## src/rtl/cpu19_pkg.sv

```systemverilog
// Shared definitions for the 19-bit CPU interrupt front end.
//   N_IRQ       number of interrupt request lines
//   IRQ_IDX_W   width of an encoded interrupt source index
//   irq_state_t handshake state of the interrupt presenter
package cpu19_pkg;

    localparam int unsigned N_IRQ     = 16;
    localparam int unsigned IRQ_IDX_W = 4;

    typedef enum logic [1:0] {
        IRQ_IDLE,
        IRQ_PRESENT,
        IRQ_CLEAR
    } irq_state_t;

endpackage

```

## src/rtl/prio_enc_16to4.sv

```systemverilog
// Combinational priority encoder, the inverse of the 4-to-16 select decoder.
//   eff  in   set of candidate sources, bit i = source i
//   enc  out  index of the highest-priority set bit (0 when eff is all zero)
//   any  out  at least one bit of eff is set
// LOW_FIRST=1 gives index 0 the highest priority; LOW_FIRST=0 gives index N-1.
module prio_enc_16to4
    import cpu19_pkg::*;
#(
    parameter int unsigned N         = N_IRQ,
    parameter int unsigned W         = IRQ_IDX_W,
    parameter bit          LOW_FIRST = 1'b1
) (
    input  logic [N-1:0] eff,
    output logic [W-1:0] enc,
    output logic         any
);

    // The last assignment in scan order wins, so scan from the lowest-priority end.
    always_comb begin
        enc = '0;
        any = |eff;
        if (LOW_FIRST) begin
            for (int i = N - 1; i >= 0; i--) begin
                if (eff[i]) enc = W'(i);
            end
        end else begin
            for (int i = 0; i < N; i++) begin
                if (eff[i]) enc = W'(i);
            end
        end
    end

endmodule

```

## src/rtl/irq_prio_encoder_16to4.sv

```systemverilog
// 16-source interrupt front end: edge-latched pending register, enable mask,
// priority encoder and a valid/ack handshake towards the control unit.
//   clk        system clock, rising edge
//   rst_n      asynchronous active-low reset
//   req        level request lines, bit i = source i
//   mask_we    mask write strobe
//   mask_in    new mask value, 1 = source enabled
//   mask_q     current mask
//   pending_q  raw (unmasked) pending register
//   irq_valid  an interrupt ID is presented
//   irq_id     presented source index, frozen while irq_valid=1
//   irq_ack    control unit accepts irq_id
module irq_prio_encoder_16to4
    import cpu19_pkg::*;
#(
    parameter int unsigned N_SRC     = N_IRQ,
    parameter int unsigned IDX_W     = IRQ_IDX_W,
    parameter bit          LOW_FIRST = 1'b1
) (
    input  logic             clk,
    input  logic             rst_n,
    input  logic [N_SRC-1:0] req,
    input  logic             mask_we,
    input  logic [N_SRC-1:0] mask_in,
    output logic [N_SRC-1:0] mask_q,
    output logic [N_SRC-1:0] pending_q,
    output logic             irq_valid,
    output logic [IDX_W-1:0] irq_id,
    input  logic             irq_ack
);

    logic [N_SRC-1:0] req_d;
    logic             armed_q;
    logic [N_SRC-1:0] rise;
    logic [N_SRC-1:0] clr;
    logic [N_SRC-1:0] pending_d;
    logic [N_SRC-1:0] eff;
    logic [IDX_W-1:0] enc;
    logic             any;
    irq_state_t       state_q, state_d;
    logic             valid_d;
    logic [IDX_W-1:0] id_d;

    // req_d resets to zero, so a line already high at reset release would look
    // like an edge. armed_q suppresses detection for that first cycle only.
    assign rise = armed_q ? (req & ~req_d) : '0;

    always_comb begin
        clr = '0;
        if (state_q == IRQ_CLEAR) clr[irq_id] = 1'b1;
    end

    // A new edge on the bit being cleared keeps it pending.
    assign pending_d = (pending_q & ~clr) | rise;
    assign eff       = pending_q & mask_q;

    prio_enc_16to4 #(
        .N         (N_SRC),
        .W         (IDX_W),
        .LOW_FIRST (LOW_FIRST)
    ) u_prio_enc (
        .eff (eff),
        .enc (enc),
        .any (any)
    );

    always_comb begin
        state_d = state_q;
        valid_d = irq_valid;
        id_d    = irq_id;
        unique case (state_q)
            IRQ_IDLE: begin
                if (any) begin
                    id_d    = enc;
                    valid_d = 1'b1;
                    state_d = IRQ_PRESENT;
                end
            end
            IRQ_PRESENT: begin
                if (irq_ack) begin
                    valid_d = 1'b0;
                    state_d = IRQ_CLEAR;
                end
            end
            IRQ_CLEAR: begin
                valid_d = 1'b0;
                state_d = IRQ_IDLE;
            end
            default: begin
                valid_d = 1'b0;
                state_d = IRQ_IDLE;
            end
        endcase
    end

    always_ff @(posedge clk or negedge rst_n) begin
        if (!rst_n) begin
            req_d     <= '0;
            armed_q   <= 1'b0;
            pending_q <= '0;
            mask_q    <= '0;
            state_q   <= IRQ_IDLE;
            irq_valid <= 1'b0;
            irq_id    <= '0;
        end else begin
            req_d     <= req;
            armed_q   <= 1'b1;
            pending_q <= pending_d;
            if (mask_we) mask_q <= mask_in;
            state_q   <= state_d;
            irq_valid <= valid_d;
            irq_id    <= id_d;
        end
    end

endmodule

```

## config.mk

```make
export PLATFORM = sky130hd
export DESIGN_NAME = irq_prio_encoder_16to4
export DESIGN_NICKNAME = d
export VERILOG_FILES = /design/src/rtl/cpu19_pkg.sv /design/src/rtl/prio_enc_16to4.sv /design/src/rtl/irq_prio_encoder_16to4.sv
export SDC_FILE = /design/constraint.sdc
export NUM_CORES = 1
export LEC_CHECK = 0
export ABC_AREA = 1
export CORE_ASPECT_RATIO = 0.7
export CORE_MARGIN = 2
export CORE_UTILIZATION = 41
export DETAILED_ROUTE_END_ITERATION = 12
export PLACE_DENSITY = 0.78
export SLEW_MARGIN = 20
export SYNTH_ARGS = -nofsm -noshare
export SYNTH_HDL_FRONTEND = slang
export SYNTH_SLANG_ARGS = --single-unit
```

## constraint.sdc

```tcl
create_clock -name clk -period 1.3 [get_ports clk]
set_clock_uncertainty 0.2 [all_clocks]
set_input_delay 0.26 -clock clk [delete_from_list [all_inputs] [get_ports clk]]
set_output_delay 0.26 -clock clk [all_outputs]
set_load 0.005 [all_outputs]
```

==> results of run 1 <==
## metal layers
metal  part of all wire  GRT usage  up-vias
li1                   -          -     1090
met3              0.081    0.06157       45
met4              0.047     0.1452        0
met2               0.47     0.4644      162
met1               0.40     0.3534     1242
met5                  0          0        -
## cell type report
type                    instances  area [µm²]  share of cell area
multi-input cells             156        1102              0.2486
clock buffers                   6       82.58             0.01862
well taps                      72       90.09             0.02032
inverters                      14       66.31             0.01495
repair buffers                177        1699              0.3832
flip-flops and latches         55        1376              0.3104
clock inverters                 2       17.52            0.003950
## report_power, final
group          internal, mW  switching (mW)  leakage [nW]
clock network         0.448           0.624        0.0522
registers              1.95           0.190         0.605
logic                  1.61            1.63          1.39
## cells in the mapped netlist, drive strengths merged
| library cell | instances | area, µm² |
|---|---|---|
| clkbuf | 1 | 3.750 |
| clkinv | 1 | 5.000 |
| o22ai | 1 | 6.260 |
| o31ai | 1 | 7.510 |
| inv | 13 | 48.79 |
| conb | 1 | 3.750 |
| a22oi | 1 | 7.510 |
| o21ai | 19 | 95.09 |
| a31oi | 1 | 6.260 |
| buf | 2 | 10.01 |
| a21oi | 1 | 8.760 |
| nor2 | 29 | 126.4 |
| mux2 | 16 | 180.2 |
| dfrtp | 55 | 1376 |
| nand2 | 81 | 329.1 |
| nor4 | 1 | 21.27 |
| nand3 | 4 | 20.02 |
## cell families (layout without fill, tap and decap cells)
logic type | count (synthesis) | count (layout)
AOI/OAI and AO/OA | 24 | 24
buffers and inverters | 17 | 199
DFF | 55 | 55
muxes | 16 | 16
other | 1 | 1
and+or+nand+nor | 115 | 115
## path summary, 6_finish.rpt
path,slack [ps],cells past startpoint,to
max,-740,17,irq_id[0]
min,170,1,req_d[11]
max reg2reg,-740,17,irq_id[0]
min reg2reg,290,3,pending_q[9]
max in group asynchronous,450,3,mask_q[15]
min in group asynchronous,230,3,req_d[1]
## layout by cell type, fill, tap and decap left out, drive strengths merged
cell           netlist  layout
o21ai               19      19
nor2                29      29
nand2               81      81
clkinvlp             0       1
clkbuf               1       8
clkdlybuf4s50        0      33
dlymetal6s2s         0       1
o22ai                1       1
nand3                4       4
dfrtp               55      55
buf                  2     139
nor4                 1       1
mux2                16      16
conb                 1       1
a31oi                1       1
dlygate4sd3          0       1
a22oi                1       1
dlygate4sd2          0       1
a21oi                1       1
inv                 13      15
o31ai                1       1
## state kept, by name, summed over array words and instances (netlist names)
signal	flops
irq_id	4
state_q	2
pending_q	16
mask_q	16
req_d	16
armed_q	1
## stage by stage
| step | hold slack [ps] | setup slack [ps] | area, µm² | cells |
|---|---|---|---|---|
| after floorplan | -235.6 | -208.7 | 2258 | 228 |
| after global placement | 52.82 | -287.3 | 3458 | 420 |
| after detailed placement | 52.36 | -317.3 | 3458 | 420 |
| after CTS | 195.7 | -411.4 | 4086 | 467 |
| after global routing | 167.3 | -817.0 | 4434 | 482 |
| final | 174.9 | -743.3 | 4434 | 482 |
## what timing repair did
action | in CTS | in global routing
hold endpoints to repair | 55 | 0
resized for setup | 240 | 74
cloned | 0 | 1
pin swaps | 14 | 27
hold buffers | 1 | 0
buffers inserted | 41 | 33
setup endpoints to repair | 58 | 59
==> out/qor.yml, run 1 <==
p_leak_nw: 2.049
syn-num-nets: 264
totalWireLength_um: 9794
violations: "setup timing"
fill_cells: 253
ys_types: 22
fp.dieW_um: 92.66
period_share: 1.572
critPathMaxFanout: 3
start_kind: "flip-flop"
crit_arrival_ps: 2060
gp_congestion: 0.8833
ys_warn_count: 0
powerDensity_mw_per_mm2: 1453
dieArea_mm2: 0.006121
drt_iter0_drc: 222
hpwl_um: 4549
grt_pass1_wl_um: 12540
route.detailed.drc: 0
hold_viol: 0
htree_levels: 2
setup_ws_ps: -743.3
grt_overflow: 0
num_rows: 22
yosys.area_share.xor_xnor: 0
area_growth_pct: 96.56
power_mw: 6.441
cts_buffer_depth: 2
worstSetupPathType: "flip-flop to flip-flop"
r2r_start: "pending_q[13]"
grt_pass1_vias: 2422
cpMaxStageDelayCell: "dfrtp_1"
synth_compound_area_frac: 0.05824
clk_pin_slew_worst_paths_ps: 110
cts_sinks: 55
via_per_inst: 5.268
nets: 445
drv_slew: 0
cp_common_cell: "nand2_1"
drive_gt1_frac: 0.5610
max_stage_delay_ps: 410
crit_buf_inv: 1
wl_per_cell_um: 20.32
drv_cap: 0
core_mm2: 0.005285
synthAdderAreaFrac: 0
io_pins: 73
tns_ps: -8940
post-route-min-period_ps: 2043
vias: 2539
synth_top_family_by_area: "simple AND/OR/NAND/NOR gates"
antenna_found_initial: 0
grt_max_degree: 39
rsz0062_at_grt: "true"
seq_area_frac_synth: 0.6101
cts_buffers: 5
clk_latency_ps: 340
setup_viol_count_final: 58
cts-root-buf: "clkbuf_8"
io_buffer_count: 72
max_freq_ghz: 0.4894
worstHoldPathType: "input pin to flip-flop"
synthCells: 228
final_util: 0.8390
critPathCaptureType: "flip-flop"
syn_area_mm2: 0.002256
synthMuxAreaShare: 0.07987
cts_tree: "done"
peakVddDrop_mv: 1.157
crit_path_start: "pending_q[13]"
initial_core_util: 0.4268
yosys_register_bits: 55
min_from: "req[11]"
grt_usage: 0.2814
n_antenna_cell: 0
synth_simple_gate_area_frac: 0.2202
cp_top_family: "simple AND/OR/NAND/NOR gates"
ant_nets: 0
avgSynthCellArea_um2: 9.894
path_cells: "buf_4, nand2_2, nand2_1, nand2_1, nand2_1, nand2_1, nand2_1, nand2_1, nand2_1, nand2_1, nand2_1, nand2_1, nand2_1, nand2_1, nand2_1, nand2_1, nand2_1"
status: "finished with violations"
drt_pass1_iterations: 5
crit_required_ps: 1320
chipHeight_um: 66.06
No activity file was read; power rests on OpenSTA's default activity.
==> inputs of run 2 (changes only) <==
--- a/config.mk
+++ b/config.mk
@@ -8,9 +8,11 @@
 export ABC_AREA = 1
 export CORE_ASPECT_RATIO = 0.7
 export CORE_MARGIN = 2
-export CORE_UTILIZATION = 41
+export CORE_UTILIZATION = 43
+export CTS_BUF_LIST = sky130_fd_sc_hd__clkbuf_4 sky130_fd_sc_hd__clkbuf_8
+export CTS_CLUSTER_DIAMETER = 30
 export DETAILED_ROUTE_END_ITERATION = 12
-export PLACE_DENSITY = 0.78
+export PLACE_DENSITY = 0.81
 export SLEW_MARGIN = 20
 export SYNTH_ARGS = -nofsm -noshare
 export SYNTH_HDL_FRONTEND = slang
==> run 2 against run 1 <==
The flow still finishes with violations (setup timing). Combinational power fell by 8.0%. Global-route usage decreased by 0.66 points. Clock power rose by 9%. Fmax rose by 6.9%.
==> out/qor.yml, run 2 (synthesis results as in run 1) <==
crit_path_start: "pending_q[9]"
drive_gt1_frac: 0.5605  # about the same
cpMaxStageDelayCell: "dfrtp_1"
n_antenna_cell: 0  # unchanged
vias: 2463  # -3.0%
worstSetupPathType: "flip-flop to flip-flop"
tns_ps: -9844  # -904.1 ps
grt_max_degree: 35  # -10%
drt_iter0_drc: 198  # -11%
cts_sinks: 55  # unchanged
max_freq_ghz: 0.5230  # +6.9%
clk_latency_ps: 330  # about the same
dieArea_mm2: 0.005851  # -4.4%
final_util: 0.8452  # +0.006148
cts_buffer_depth: 2  # unchanged
ant_nets: 0  # unchanged
layout_common_cells: "buf_6, buf_4, dfrtp_1, nand2_1, clkdlybuf4s50_1"
gp_congestion: 0.8251  # -6.6%
drv_cap: 0  # unchanged
io_pins: 73  # unchanged
num_rows: 22  # unchanged
max_stage_delay_ps: 410  # about the same
io_buffer_count: 72  # unchanged
grt_pass1_wl_um: 12180  # -2.9%
core_mm2: 0.005147  # -2.6%
m1WireLength_um: 3759  # -4.5%
setup_ws_ps: -612.2  # +131.1 ps
fp.dieW_um: 90.57  # -2.3%
grt_pass1_vias: 2442  # +0.83%
violations: "setup timing"
reg_top3: "mask_q: 16 flops, pending_q: 16 flops, req_d: 16 flops"
crit_required_ps: 1340  # +20 ps
drt_pass1_iterations: 5  # unchanged
holdPathStages: 1  # unchanged
path_cells: "buf_4, nand2_1, nand2_1, buf_4, o31ai_1, nand3_1, o21ai_1"
area_growth_pct: 92.85
setup_viol_count_final: 58  # unchanged
crit_arrival_ps: 1950  # -110 ps
layout_commonest_cell: "buf_6"
period_share: 1.471  # -0.1009
status: "finished with violations"
cts_buffers: 5  # unchanged
p_leak_nw: 2.015  # -1.6%
powerDensity_mw_per_mm2: 1442  # -0.70%
timing.hold.ws_ps: 184.7  # +9.781 ps
grt_overflow: 0  # unchanged
worstHoldPathType: "input pin to flip-flop"
wl_met3_um: 632  # -20%
clk_pin_slew_worst_paths_ps: 100  # about the same
via_per_inst: 5.164  # -2.0%
highest_layer: "met4"
dpl_cell_area_mm2: 0.003471  # +0.36%
cts_tree: "done"
antenna_found_initial: 0  # unchanged
rsz0062_at_grt: "true"
nets: 441  # -0.90%
postLayoutCellArea_mm2: 0.004350  # -1.9%
start_kind: "flip-flop"
wl_per_cell_um: 19.05  # -6.3%
hpwl_um: 4724  # +3.8%
drv_slew: 0  # unchanged
initial_core_util: 0.4383  # +0.01141
peakVddDrop_mv: 0.7150  # -38%
rr_worst_depth: 7  # -10
chipHeight_um: 64.60  # -2.2%
grt_usage: 0.2749  # -0.006561
r2r_start: "pending_q[9]"
totalWireLength_um: 9086  # -7.2%
cts-root-buf: "clkbuf_8"
critPathMaxFanout: 2  # -1
htree_levels: 2  # unchanged
hold_viol: 0  # unchanged
wl_met2_um: 4437  # -3.5%
post-route-min-period_ps: 1912  # -131.1 ps
critPathCaptureType: "flip-flop"
route.detailed.drc: 0  # unchanged
min_from: "req[1]"
run 2: changes by cell type in the layout (fill, tap and decap cells not counted), moves of 2 or more:
cell      before  now
inv_6          2    0
clkbuf_2       1    3
buf_4         64   56
nand2_8        2    0
nor2_4         7    5
nor2_2         1    3
nand2_1       54   50
buf_6         65   68
nand2_2       13   20
run 2: worst paths after layout:
path / to / slack [ps]
max: irq_id[2] / -610
min in group asynchronous: pending_q[7] / 230
min reg2reg: pending_q[11] / 310
max in group asynchronous: state_q[0] / 450
max reg2reg: irq_id[2] / -610
min: req_d[1] / 180
run 2: layer usage:
layer / track usage / vias up
li1: - / 1082
met1: 0.3585 / 1228
met2: 0.4646 / 126
met3: 0.06977 / 27
met4: 0.07115 / 0
met5: 0 / -
run 2: cell type report:
type	count	area [µm²]
Clock buffer	6	76.32
Clock inverter	1	30.03
Inverter	14	57.56
Sequential cell	55	1376
Tap cell	72	90.09
Multi-Input combinational cell	156	1054
Timing Repair Buffer	173	1667
Fill cell	237	797.0
run 2: per-stage QoR:
step                total power, mW  worst slack [ps]  cells
floorplan                     2.780            -208.7    228
detailed placement            3.978            -365.5    420
global placement              3.935            -310.2    420
global route                  6.486            -695.9    477
finish                        6.275            -612.2    477
CTS                           5.610            -422.7    461
run 2: worst max-delay path, delay by kind of cell (launching register included):
| kind | cells | cell delay (ps) |
|---|---|---|
| AOI/OAI and AO/OA | 2 | 500 |
| buffers and inverters | 2 | 310 |
| DFF | 1 | 410 |
| and+or+nand+nor | 3 | 410 |
run 2: power breakdown:
part / switching, mW / total (mW) / leakage [nW] / internal (mW)
sequential: 0.190 / 2.14 / 0.605 / 1.95
clock: 0.582 / 1.17 / 0.0547 / 0.587
combinational: 1.47 / 2.97 / 1.36 / 1.50
run 2: what timing repair did:
item / in CTS / in global routing
hold buffers: 1 / 0
endpoints found under the setup margin: 58 / 58
gates resized for setup: 235 / 66
pin swaps: 17 / 17
endpoints found under the hold margin: 55 / 0
setup buffers: 38 / 28
